## src/rtl/y86_pkg.sv

```systemverilog
// ----------------------------------------------------------------------------
// y86_pkg
// Shared constants for the Y86-64 pipeline controller: instruction codes,
// status codes, the "no register" marker and the sequencer state encoding.
// Also provides is_exc(), the test for a status that stops the machine.
// ----------------------------------------------------------------------------
package y86_pkg;

    // Instruction codes
    localparam logic [3:0] I_HALT   = 4'd0;
    localparam logic [3:0] I_NOP    = 4'd1;
    localparam logic [3:0] I_RRMOVQ = 4'd2;
    localparam logic [3:0] I_IRMOVQ = 4'd3;
    localparam logic [3:0] I_RMMOVQ = 4'd4;
    localparam logic [3:0] I_MRMOVQ = 4'd5;
    localparam logic [3:0] I_OPQ    = 4'd6;
    localparam logic [3:0] I_JXX    = 4'd7;
    localparam logic [3:0] I_CALL   = 4'd8;
    localparam logic [3:0] I_RET    = 4'd9;
    localparam logic [3:0] I_PUSHQ  = 4'd10;
    localparam logic [3:0] I_POPQ   = 4'd11;

    // Status codes
    localparam logic [2:0] S_AOK = 3'd1;
    localparam logic [2:0] S_HLT = 3'd2;
    localparam logic [2:0] S_ADR = 3'd3;
    localparam logic [2:0] S_INS = 3'd4;

    // Register id meaning "no register"
    localparam logic [3:0] RNONE = 4'hF;

    // Sequencer state encoding
    localparam logic [1:0] ST_IDLE = 2'd0;
    localparam logic [1:0] ST_RUN  = 2'd1;
    localparam logic [1:0] ST_HALT = 2'd2;

    // True for any status that stops the machine
    function automatic logic is_exc(input logic [2:0] s);
        return (s == S_HLT) || (s == S_ADR) || (s == S_INS);
    endfunction

endpackage

```

## src/rtl/pipe_ctrl_if.sv

```systemverilog
// ----------------------------------------------------------------------------
// pipe_ctrl_if
// Bundle between the pipeline stages and the pipeline controller.
//   Pipeline -> controller: start, f_predPC, D_icode, d_srcA, d_srcB, E_icode,
//                           E_dstM, e_Cnd, M_icode, m_stat, W_icode, W_stat
//   Controller -> pipeline: F_predPC, F_stall, D_stall, D_bubble, E_bubble,
//                           M_bubble, W_stall, set_cc, cpu_stat
// Modport master is the controller side, slave is the pipeline side.
// ----------------------------------------------------------------------------
interface pipe_ctrl_if;

    logic        start;
    logic [63:0] f_predPC;
    logic [3:0]  D_icode;
    logic [3:0]  d_srcA;
    logic [3:0]  d_srcB;
    logic [3:0]  E_icode;
    logic [3:0]  E_dstM;
    logic        e_Cnd;
    logic [3:0]  M_icode;
    logic [2:0]  m_stat;
    logic [3:0]  W_icode;
    logic [2:0]  W_stat;

    logic [63:0] F_predPC;
    logic        F_stall;
    logic        D_stall;
    logic        D_bubble;
    logic        E_bubble;
    logic        M_bubble;
    logic        W_stall;
    logic        set_cc;
    logic [2:0]  cpu_stat;

    modport master (
        input  start, f_predPC, D_icode, d_srcA, d_srcB, E_icode, E_dstM,
               e_Cnd, M_icode, m_stat, W_icode, W_stat,
        output F_predPC, F_stall, D_stall, D_bubble, E_bubble, M_bubble,
               W_stall, set_cc, cpu_stat
    );

    modport slave (
        output start, f_predPC, D_icode, d_srcA, d_srcB, E_icode, E_dstM,
               e_Cnd, M_icode, m_stat, W_icode, W_stat,
        input  F_predPC, F_stall, D_stall, D_bubble, E_bubble, M_bubble,
               W_stall, set_cc, cpu_stat
    );

endinterface

```

## src/rtl/pipe_ctrl_hazard.sv

```systemverilog
// ----------------------------------------------------------------------------
// hazard_unit
// Purely combinational hazard detection giving the RUN-mode stall/bubble
// controls. Inputs are the decode/execute/memory/writeback fields that
// matter for load-use, return and mispredict hazards plus the stage
// statuses; outputs are the per-stage stall/bubble and the CC enable.
// ----------------------------------------------------------------------------
module hazard_unit
    import y86_pkg::*;
(
    input  logic [3:0] D_icode,
    input  logic [3:0] d_srcA,
    input  logic [3:0] d_srcB,
    input  logic [3:0] E_icode,
    input  logic [3:0] E_dstM,
    input  logic       e_Cnd,
    input  logic [3:0] M_icode,
    input  logic [2:0] m_stat,
    input  logic [2:0] W_stat,
    output logic       F_stall,
    output logic       D_stall,
    output logic       D_bubble,
    output logic       E_bubble,
    output logic       M_bubble,
    output logic       W_stall,
    output logic       set_cc
);

    logic lu, rt, mp, m_exc, w_exc;

    always_comb begin
        lu    = ((E_icode == I_MRMOVQ) || (E_icode == I_POPQ)) &&
                (E_dstM != RNONE) &&
                ((E_dstM == d_srcA) || (E_dstM == d_srcB));
        rt    = (D_icode == I_RET) || (E_icode == I_RET) || (M_icode == I_RET);
        mp    = (E_icode == I_JXX) && !e_Cnd;
        m_exc = is_exc(m_stat);
        w_exc = is_exc(W_stat);

        F_stall  = lu || rt;
        D_stall  = lu;
        // A load-use stall must hold D, so it suppresses the return bubble
        D_bubble = mp || (!lu && rt);
        E_bubble = mp || lu;
        M_bubble = m_exc || w_exc;
        W_stall  = w_exc;
        set_cc   = (E_icode == I_OPQ) && !m_exc && !w_exc;
    end

endmodule

```

## src/rtl/pipe_ctrl.sv

```systemverilog
// ----------------------------------------------------------------------------
// pipe_ctrl
// Pipeline controller for the 5-stage Y86-64 core. Owns the F register
// (F_predPC), runs the IDLE/RUN/HALT sequencer, overrides the hazard
// controls outside RUN so the pipe stays frozen, and keeps run statistics.
// Ports:
//   clk, rst   rising-edge clock, synchronous active-high reset
//   bus        pipe_ctrl_if.master: hazard inputs in, stage controls out
//   state      sequencer state (IDLE=0, RUN=1, HALT=2)
//   cycle_cnt  RUN cycles; instr_cnt retired instructions;
//   stall_cnt  RUN cycles with F stalled (all wrap)
// ----------------------------------------------------------------------------
module pipe_ctrl
    import y86_pkg::*;
#(
    parameter logic [63:0] RESET_PC = 64'h0,
    parameter int          CNT_W    = 32
) (
    input  logic             clk,
    input  logic             rst,
    pipe_ctrl_if.master      bus,
    output logic [1:0]       state,
    output logic [CNT_W-1:0] cycle_cnt,
    output logic [CNT_W-1:0] instr_cnt,
    output logic [CNT_W-1:0] stall_cnt
);

    logic h_F_stall, h_D_stall, h_D_bubble, h_E_bubble;
    logic h_M_bubble, h_W_stall, h_set_cc;
    logic run;

    hazard_unit u_hazard (
        .D_icode  (bus.D_icode),
        .d_srcA   (bus.d_srcA),
        .d_srcB   (bus.d_srcB),
        .E_icode  (bus.E_icode),
        .E_dstM   (bus.E_dstM),
        .e_Cnd    (bus.e_Cnd),
        .M_icode  (bus.M_icode),
        .m_stat   (bus.m_stat),
        .W_stat   (bus.W_stat),
        .F_stall  (h_F_stall),
        .D_stall  (h_D_stall),
        .D_bubble (h_D_bubble),
        .E_bubble (h_E_bubble),
        .M_bubble (h_M_bubble),
        .W_stall  (h_W_stall),
        .set_cc   (h_set_cc)
    );

    assign run = (state == ST_RUN);

    // Outside RUN every stage is held or flushed so nothing advances
    always_comb begin
        bus.F_stall  = run ? h_F_stall  : 1'b1;
        bus.D_stall  = run ? h_D_stall  : 1'b0;
        bus.D_bubble = run ? h_D_bubble : 1'b1;
        bus.E_bubble = run ? h_E_bubble : 1'b1;
        bus.M_bubble = run ? h_M_bubble : 1'b1;
        bus.W_stall  = run ? h_W_stall  : 1'b1;
        bus.set_cc   = run ? h_set_cc   : 1'b0;
    end

    always_ff @(posedge clk) begin
        if (rst) begin
            state        <= ST_IDLE;
            bus.F_predPC <= RESET_PC;
            bus.cpu_stat <= S_AOK;
            cycle_cnt    <= '0;
            instr_cnt    <= '0;
            stall_cnt    <= '0;
        end else begin
            case (state)
                ST_IDLE: begin
                    if (bus.start) begin
                        state <= ST_RUN;
                    end
                end
                ST_RUN: begin
                    cycle_cnt <= cycle_cnt + 1'b1;
                    if (bus.F_stall) begin
                        stall_cnt <= stall_cnt + 1'b1;
                    end
                    if ((bus.W_stat == S_AOK) && (bus.W_icode != I_NOP)) begin
                        instr_cnt <= instr_cnt + 1'b1;
                    end
                    if (!bus.F_stall) begin
                        bus.F_predPC <= bus.f_predPC;
                    end
                    if (bus.W_stat != S_AOK) begin
                        state        <= ST_HALT;
                        bus.cpu_stat <= bus.W_stat;
                    end
                end
                default: begin
                    // HALT (and any unused encoding) holds until reset
                end
            endcase
        end
    end

endmodule
```

## src/flat_wrapper.sv

```systemverilog
// flat-port wrapper written by rule: the top's interface ports become plain ports
module pipe_ctrl_flat import y86_pkg::*;
#(
    parameter logic [63:0] RESET_PC = 64'h0,
    parameter int          CNT_W    = 32
)
  (clk, rst, state, cycle_cnt, instr_cnt, stall_cnt, bus_start, bus_f_predPC, bus_D_icode, bus_d_srcA, bus_d_srcB, bus_E_icode, bus_E_dstM, bus_e_Cnd, bus_M_icode, bus_m_stat, bus_W_icode, bus_W_stat, bus_F_predPC, bus_F_stall, bus_D_stall, bus_D_bubble, bus_E_bubble, bus_M_bubble, bus_W_stall, bus_set_cc, bus_cpu_stat);
  pipe_ctrl_if bus_i ();
  input  logic clk;
  input  logic rst;
  output logic [1:0] state;
  output logic [CNT_W-1:0] cycle_cnt;
  output logic [CNT_W-1:0] instr_cnt;
  output logic [CNT_W-1:0] stall_cnt;
  input wire logic [$bits(bus_i.start)-1:0] bus_start;
  input wire logic [$bits(bus_i.f_predPC)-1:0] bus_f_predPC;
  input wire logic [$bits(bus_i.D_icode)-1:0] bus_D_icode;
  input wire logic [$bits(bus_i.d_srcA)-1:0] bus_d_srcA;
  input wire logic [$bits(bus_i.d_srcB)-1:0] bus_d_srcB;
  input wire logic [$bits(bus_i.E_icode)-1:0] bus_E_icode;
  input wire logic [$bits(bus_i.E_dstM)-1:0] bus_E_dstM;
  input wire logic [$bits(bus_i.e_Cnd)-1:0] bus_e_Cnd;
  input wire logic [$bits(bus_i.M_icode)-1:0] bus_M_icode;
  input wire logic [$bits(bus_i.m_stat)-1:0] bus_m_stat;
  input wire logic [$bits(bus_i.W_icode)-1:0] bus_W_icode;
  input wire logic [$bits(bus_i.W_stat)-1:0] bus_W_stat;
  output wire logic [$bits(bus_i.F_predPC)-1:0] bus_F_predPC;
  output wire logic [$bits(bus_i.F_stall)-1:0] bus_F_stall;
  output wire logic [$bits(bus_i.D_stall)-1:0] bus_D_stall;
  output wire logic [$bits(bus_i.D_bubble)-1:0] bus_D_bubble;
  output wire logic [$bits(bus_i.E_bubble)-1:0] bus_E_bubble;
  output wire logic [$bits(bus_i.M_bubble)-1:0] bus_M_bubble;
  output wire logic [$bits(bus_i.W_stall)-1:0] bus_W_stall;
  output wire logic [$bits(bus_i.set_cc)-1:0] bus_set_cc;
  output wire logic [$bits(bus_i.cpu_stat)-1:0] bus_cpu_stat;
  assign bus_i.start = bus_start;
  assign bus_i.f_predPC = bus_f_predPC;
  assign bus_i.D_icode = bus_D_icode;
  assign bus_i.d_srcA = bus_d_srcA;
  assign bus_i.d_srcB = bus_d_srcB;
  assign bus_i.E_icode = bus_E_icode;
  assign bus_i.E_dstM = bus_E_dstM;
  assign bus_i.e_Cnd = bus_e_Cnd;
  assign bus_i.M_icode = bus_M_icode;
  assign bus_i.m_stat = bus_m_stat;
  assign bus_i.W_icode = bus_W_icode;
  assign bus_i.W_stat = bus_W_stat;
  assign bus_F_predPC = bus_i.F_predPC;
  assign bus_F_stall = bus_i.F_stall;
  assign bus_D_stall = bus_i.D_stall;
  assign bus_D_bubble = bus_i.D_bubble;
  assign bus_E_bubble = bus_i.E_bubble;
  assign bus_M_bubble = bus_i.M_bubble;
  assign bus_W_stall = bus_i.W_stall;
  assign bus_set_cc = bus_i.set_cc;
  assign bus_cpu_stat = bus_i.cpu_stat;
  pipe_ctrl #(.RESET_PC(RESET_PC), .CNT_W(CNT_W)) u_core (.clk(clk), .rst(rst), .bus(bus_i), .state(state), .cycle_cnt(cycle_cnt), .instr_cnt(instr_cnt), .stall_cnt(stall_cnt));
endmodule
```

## config.mk

```make
export PLATFORM = sky130hd
export DESIGN_NAME = pipe_ctrl_flat
export DESIGN_NICKNAME = d
export VERILOG_FILES = /design/src/rtl/y86_pkg.sv /design/src/rtl/pipe_ctrl_if.sv /design/src/rtl/pipe_ctrl_hazard.sv /design/src/rtl/pipe_ctrl.sv /design/src/flat_wrapper.sv
export SDC_FILE = /design/constraint.sdc
export NUM_CORES = 1
export LEC_CHECK = 0
export CELL_PAD_IN_SITES_DETAIL_PLACEMENT = 1
export CELL_PAD_IN_SITES_GLOBAL_PLACEMENT = 1
export CORE_MARGIN = 4
export CORE_UTILIZATION = 36
export CTS_CLUSTER_SIZE = 30
export DETAILED_ROUTE_END_ITERATION = 8
export PLACE_DENSITY = 0.88
export SYNTH_ARGS = -nofsm -noshare
export SYNTH_HDL_FRONTEND = slang
export SYNTH_SLANG_ARGS = --single-unit
```

## constraint.sdc

```tcl
create_clock -name clk -period 5.8 [get_ports clk]
set_input_delay 1.16 -clock clk [delete_from_list [all_inputs] [get_ports clk]]
set_output_delay 1.16 -clock clk [all_outputs]
set_load 0.02 [all_outputs]
```

# After elaboration in Yosys (flattened, before gate mapping)
# Cells that the tools add are included.
# W data, S select, Z words.
# word_totals
wordCells,72
output_inout_bits,172
mem_count,0
rom_bits,0
latchBits,0
mem_bits_rw,0
input_bits,102
ff_bits,165
# op_classes
bitwise_logic,1
mux,10
n_eq_ne,22
reduce_logical,30
magnitude_cmp,0
div_mod_pow,0
add_sub_neg,3
shift,0
mul,0
# op_table
cell,count
$add A32 B1 Y32 const B,3
$eq A4 B4 Y1 const B,4
$eq A3 B2 Y1 const B,4
$eq A4 B3 Y1 const B,3
$logic_or A1 B1 Y1,12
$eq A4 B4 Y1,2
$reduce_and A2 Y1,4
$logic_and A1 B1 Y1,7
$mux W1,7
$eq A3 B3 Y1 const B,2
$logic_not A1 Y1,4
$mux W2,2
$ne A2 B2 Y1 const B,2
$ne A4 B1 Y1 const B,1
$ne A4 B4 Y1 const B,1
$pmux W2 S2,1
$eq A3 B1 Y1 const B,1
$ne A3 B1 Y1 const B,1
$reduce_and A3 Y1,1
$eq A2 B1 Y1 const B,1
$logic_not A2 Y1,1
$reduce_bool A2 Y1,1
$not A1 Y1,1

# Logic depth before layout (Yosys ltp)
# Gate-level depths: netlist (run 1).
# logic_depth
depth_word,8
mapped_depth,8
mapped_depth_nobuf,6

# Modules after synthesis
# A second synthesis (run 1) with hierarchy kept.
# hier_totals
hier_cells,900
area_unflattened_um2,7442.1
# modules_own_cells
module,cells_each,area_per_inst_um2,seq_area_each_um2,instances
pipe_ctrl,868,7193.1,3303.2,1
hazard_unit,32,249.0,0.0,1

# Least setup slack after synthesis (run 1)
# Ideal clock, no wire load.
# synth_timing
kind,in2out
start,input bus_E_dstM[1]
end,output bus_F_stall
path_buffers,3
t_arrival_ps,2558
slack_ps,2082
required_time_ps,4640
stages,8
path_cell_list,xor2_1 -> nor4_1 -> o21ai_1 -> and3_1 -> clkbuf_1 -> buf_2 -> buf_2 -> inv_1
# synth_via
elab_chain_cells,5
elab_cells_between_ends,8
cone_classes,eq/ne: 3; mux: 1; reduce/logical: 4
# synth_rtl
element,line_no,rtl
"start, declared",flat_wrapper.sv:21,input wire logic [$bits(bus_i.E_dstM)-1:0] bus_E_dstM;
$ne A4 B4 Y1 or $eq A4 B4 Y1 (tied branches),"pipe_ctrl_hazard.sv:33, pipe_ctrl_hazard.sv:34",
$logic_and A1 B1 Y1 or $logic_or A1 B1 Y1 (tied branches),"pipe_ctrl_hazard.sv:32, pipe_ctrl_hazard.sv:34",
$logic_and A1 B1 Y1 (*),pipe_ctrl_hazard.sv:33,(E_dstM != RNONE) &&
$logic_or A1 B1 Y1 (*),pipe_ctrl_hazard.sv:40,F_stall = lu || rt;
$mux W1 (*),pipe_ctrl.sv:55,bus.F_stall = run ? h_F_stall : 1'b1;
"end, declared",flat_wrapper.sv:28,output wire logic [$bits(bus_i.F_stall)-1:0] bus_F_stall;
# Every way passes the cells marked *; elsewhere a longest branch is shown, timed or not.

# Final worst setup path (run 1)
# layout_timing
start,input bus_D_icode[3]
end,output bus_F_stall
# layout_via
elab_chain_cells,5
# layout_rtl
element,line_no,rtl
"start, declared",flat_wrapper.sv:17,input wire logic [$bits(bus_i.D_icode)-1:0] bus_D_icode;
$eq A4 B4 Y1,pipe_ctrl_hazard.sv:35,rt = (D_icode == I_RET) || (E_icode == I_RET) || (M_icode == I_RET);
$logic_or A1 B1 Y1 (2 in a row),pipe_ctrl_hazard.sv:35,
$logic_or A1 B1 Y1,pipe_ctrl_hazard.sv:40,
$mux W1,pipe_ctrl.sv:55,
# Every way passes these cells.

==> reports/qor.yml, run 1 <==
status:
  status: "complete, no violations"
drt:
  wl_um: 26300
  dr.pass1.iters: 6
  wl_per_cell_um: 18.1
  num_vias: 7482
  vias_per_cell: 5.14
  drcViolationCount: 0
  drtIter0Drc: 364
  drtAntennaViolNets: 0
floorplan:
  die_area_sq_um: 25000
  ios: 274
  start_util_pct: 36.9
  placementRows: 54
  core_area_sq_um: 22000
  die_x_um: 158
  die_y_um: 158
layout:
  area_delta_synth_final_pct: 44.3
  drive_gt1_share_pct: 4.68
  num-nets-final: 1267
  mostFrequentLayoutCells: "clkdlybuf4s50_1, dfxtp_1, nand2b_1"
  final_common_cell: "clkdlybuf4s50_1"
power_and_ir_drop:
  seqPwrFrac_pct: 43.1
  intPower_mw: 2.00
  power_frac_comb_pct: 12.3
  switching_share_pct: 26.9
  power.leakage_nw: 4.10
  clkPwrFrac_pct: 44.6
  powerDensity_nw_per_um2: 234
  vdd_drop_max_mv: 0.126
  power.switching_mw: 0.737
setup_path:
  critPathLaunchType: "input port"
  reg2reg_from: "u_core.state[0]"
  endpoint_kind: "output port"
  crit_start: "bus_D_icode[3]"
  timing.rr.end: "u_core.cycle_cnt[29]"
  arrival_ps: 3850
  cp.required_ps: 4640
  r2r_slack_ps: 2790
  critical_path_class: "in2out"
  crit_path_end: "bus_F_stall"
  r2r_cells: 5
  cp_max_fo: 14
sta:
  setup_tns_ps: 0
  period_share_pct: 86.4
  hold_viol_final: 0
  post-route-min-period_ps: 5010
  timing.fmax_ghz: 0.200
  setup_viol: 0
  fin_skew_ps: 15.6
  rsz0062_at_grt: "no"
  worst_slew_pin_slew_ps: 1140
  hold_slack_ps: 473
  slew_headroom_pct: 23.7
  slew_violations: 0
synth:
  synthCells: 914
  synthArstFlopShare_pct: 0
  synth_edf_count: 0
  synth_flop_cell: "dfxtp_1"
  syn_area_per_cell_sq_um: 8.86
  synth_nets: 1019
  ys_seq_area_share_pct: 40.8
  synth.yosys.warnings: 0
  synth_seq_cells: 165
  syn_area_sq_um: 8100
  yosys.cell_types.count: 50
grt:
  overflow: 0
  grt_usage_pct: 20.3
  grt_antenna_before_repair: 1
  grt_max_degree: 98
  grt_pass1_wl_um: 40800
  grt_pass1_vias: 7740
placement:
  gp_congestion: 0.782
  dp_hpwl_um: 19300
  port_buffers: 273
cts:
  cts_buffers: 17
  clk_pin_slew_ps: 60
  ctsHoldBuffers: 0
  clock_path_buffers: 2
  htree_levels: 4
  cts_sinks: 165
  insertion_delay_ps: 430
  postCtsSetupBuffers: 0
  cts.repair.resized: 0
  cts_root_buf: "clkbuf_16"
  tritoncts: "built"
hold_path:
  hold_class: "reg2reg"
  min_from: "u_core.bus.F_predPC[63]"
flow_run:
  maxCapViolCount: 0
## how the worst min path moves through the flow
stage / slack [ps] / cells after the start / endpoint
2_1_floorplan: 550 / 2 / u_core.bus.F_predPC[0]
3_3_place_gp: 460 / 2 / u_core.bus.F_predPC[8]
3_5_place_dp: 470 / 2 / u_core.bus.F_predPC[33]
4_1_cts: 480 / 2 / u_core.bus.F_predPC[31]
5_1_grt: 490 / 2 / u_core.bus.F_predPC[15]
6_report: 470 / 2 / u_core.bus.F_predPC[63]
## power groups by stage
stage	registers (mW)	logic [mW]	clock network [mW]
3_5_place_dp	1.21	0.337	0
2_1_floorplan	1.24	0.127	0
5_1_grt	1.19	0.360	1.29
3_3_place_gp	1.21	0.328	0
4_1_cts	1.18	0.340	1.25
6_report	1.18	0.336	1.22
## critical path, cell delays in order
cell	delay, ps
clkdlybuf4s50_1	440
nor4bb_1	160
buf_4	160
nor3_2	810
and3_4	490
inv_1	70
clkdlybuf4s50_1	550
## logic make-up after synthesis
| family | count (synthesis) | share of synthesized area (%) |
|---|---|---|
| fa+ha+maj | 3 | 0.464 |
| xor+xnor | 56 | 6.06 |
| compound gates | 66 | 4.54 |
| simple gates | 455 | 31.8 |
| buf+inv | 69 | 3.51 |
| mux | 100 | 12.9 |
| flops | 165 | 40.8 |
## cell usage after synthesis, types with 31 or more instances
library cell / count / area (sq um)
a21oi_1: 41 / 205
clkbuf_1: 39 / 146
dfxtp_1: 165 / 3300
mux2_1: 31 / 349
mux2i_1: 68 / 681
nand2_1: 35 / 131
nand2b_1: 133 / 832
nand3_1: 35 / 175
nand4_1: 42 / 263
nor2_1: 92 / 345
nor2b_1: 37 / 231
xor2_1: 33 / 289
## state kept, by name (all words and copies together) (netlist names)
register / flops
u_core.bus.F_predPC: 64
u_core.bus.cpu_stat: 3
u_core.cycle_cnt: 32
u_core.instr_cnt: 32
u_core.stall_cnt: 32
u_core.state: 2
## metal layers
metal	share of wire [%]	vias up	wire, um	global-route usage [%]
met5	0	-	0	0
met4	1.9	0	509	6.34
met3	6.3	35	1640	4.89
met2	50	216	13200	36.2
met1	42	3598	10900	24.2
li1	-	3633	-	-
## layout make-up
| cell class | count | area (sq um) |
|---|---|---|
| clock buffer | 17 | 425 |
| clock inverter | 15 | 213 |
| sequential | 165 | 3300 |
| timing repair buffer | 284 | 2820 |
| antenna | 1 | 2.50 |
| inverter | 14 | 52.6 |
| fill | 2484 | 10300 |
| multi-input combinational | 680 | 4520 |
| tap | 280 | 350 |
## through the flow
stage	setup slack, ps	utilization, %	instances	power [mW]	area [sq um]
final	788	53.2	1456	2.74	11700
after detailed placement	811	50.3	1423	1.55	11000
after floorplan	2080	-	914	1.37	8100
after CTS	770	53.2	1455	2.77	11700
after global placement	824	50.3	1423	1.54	11000
after global routing	668	53.2	1456	2.84	11700
No activity file was read; power rests on OpenSTA's default activity.
==> run 2: changes to the inputs <==
--- a/config.mk
+++ b/config.mk
@@ -12,6 +12,7 @@
 export CTS_CLUSTER_SIZE = 30
 export DETAILED_ROUTE_END_ITERATION = 8
 export PLACE_DENSITY = 0.88
+export SKIP_CTS_REPAIR_TIMING = 1
 export SYNTH_ARGS = -nofsm -noshare
 export SYNTH_HDL_FRONTEND = slang
 export SYNTH_SLANG_ARGS = --single-unit
==> results of run 2 <==
Final layout, timing and power as in run 1 (identical DEF).
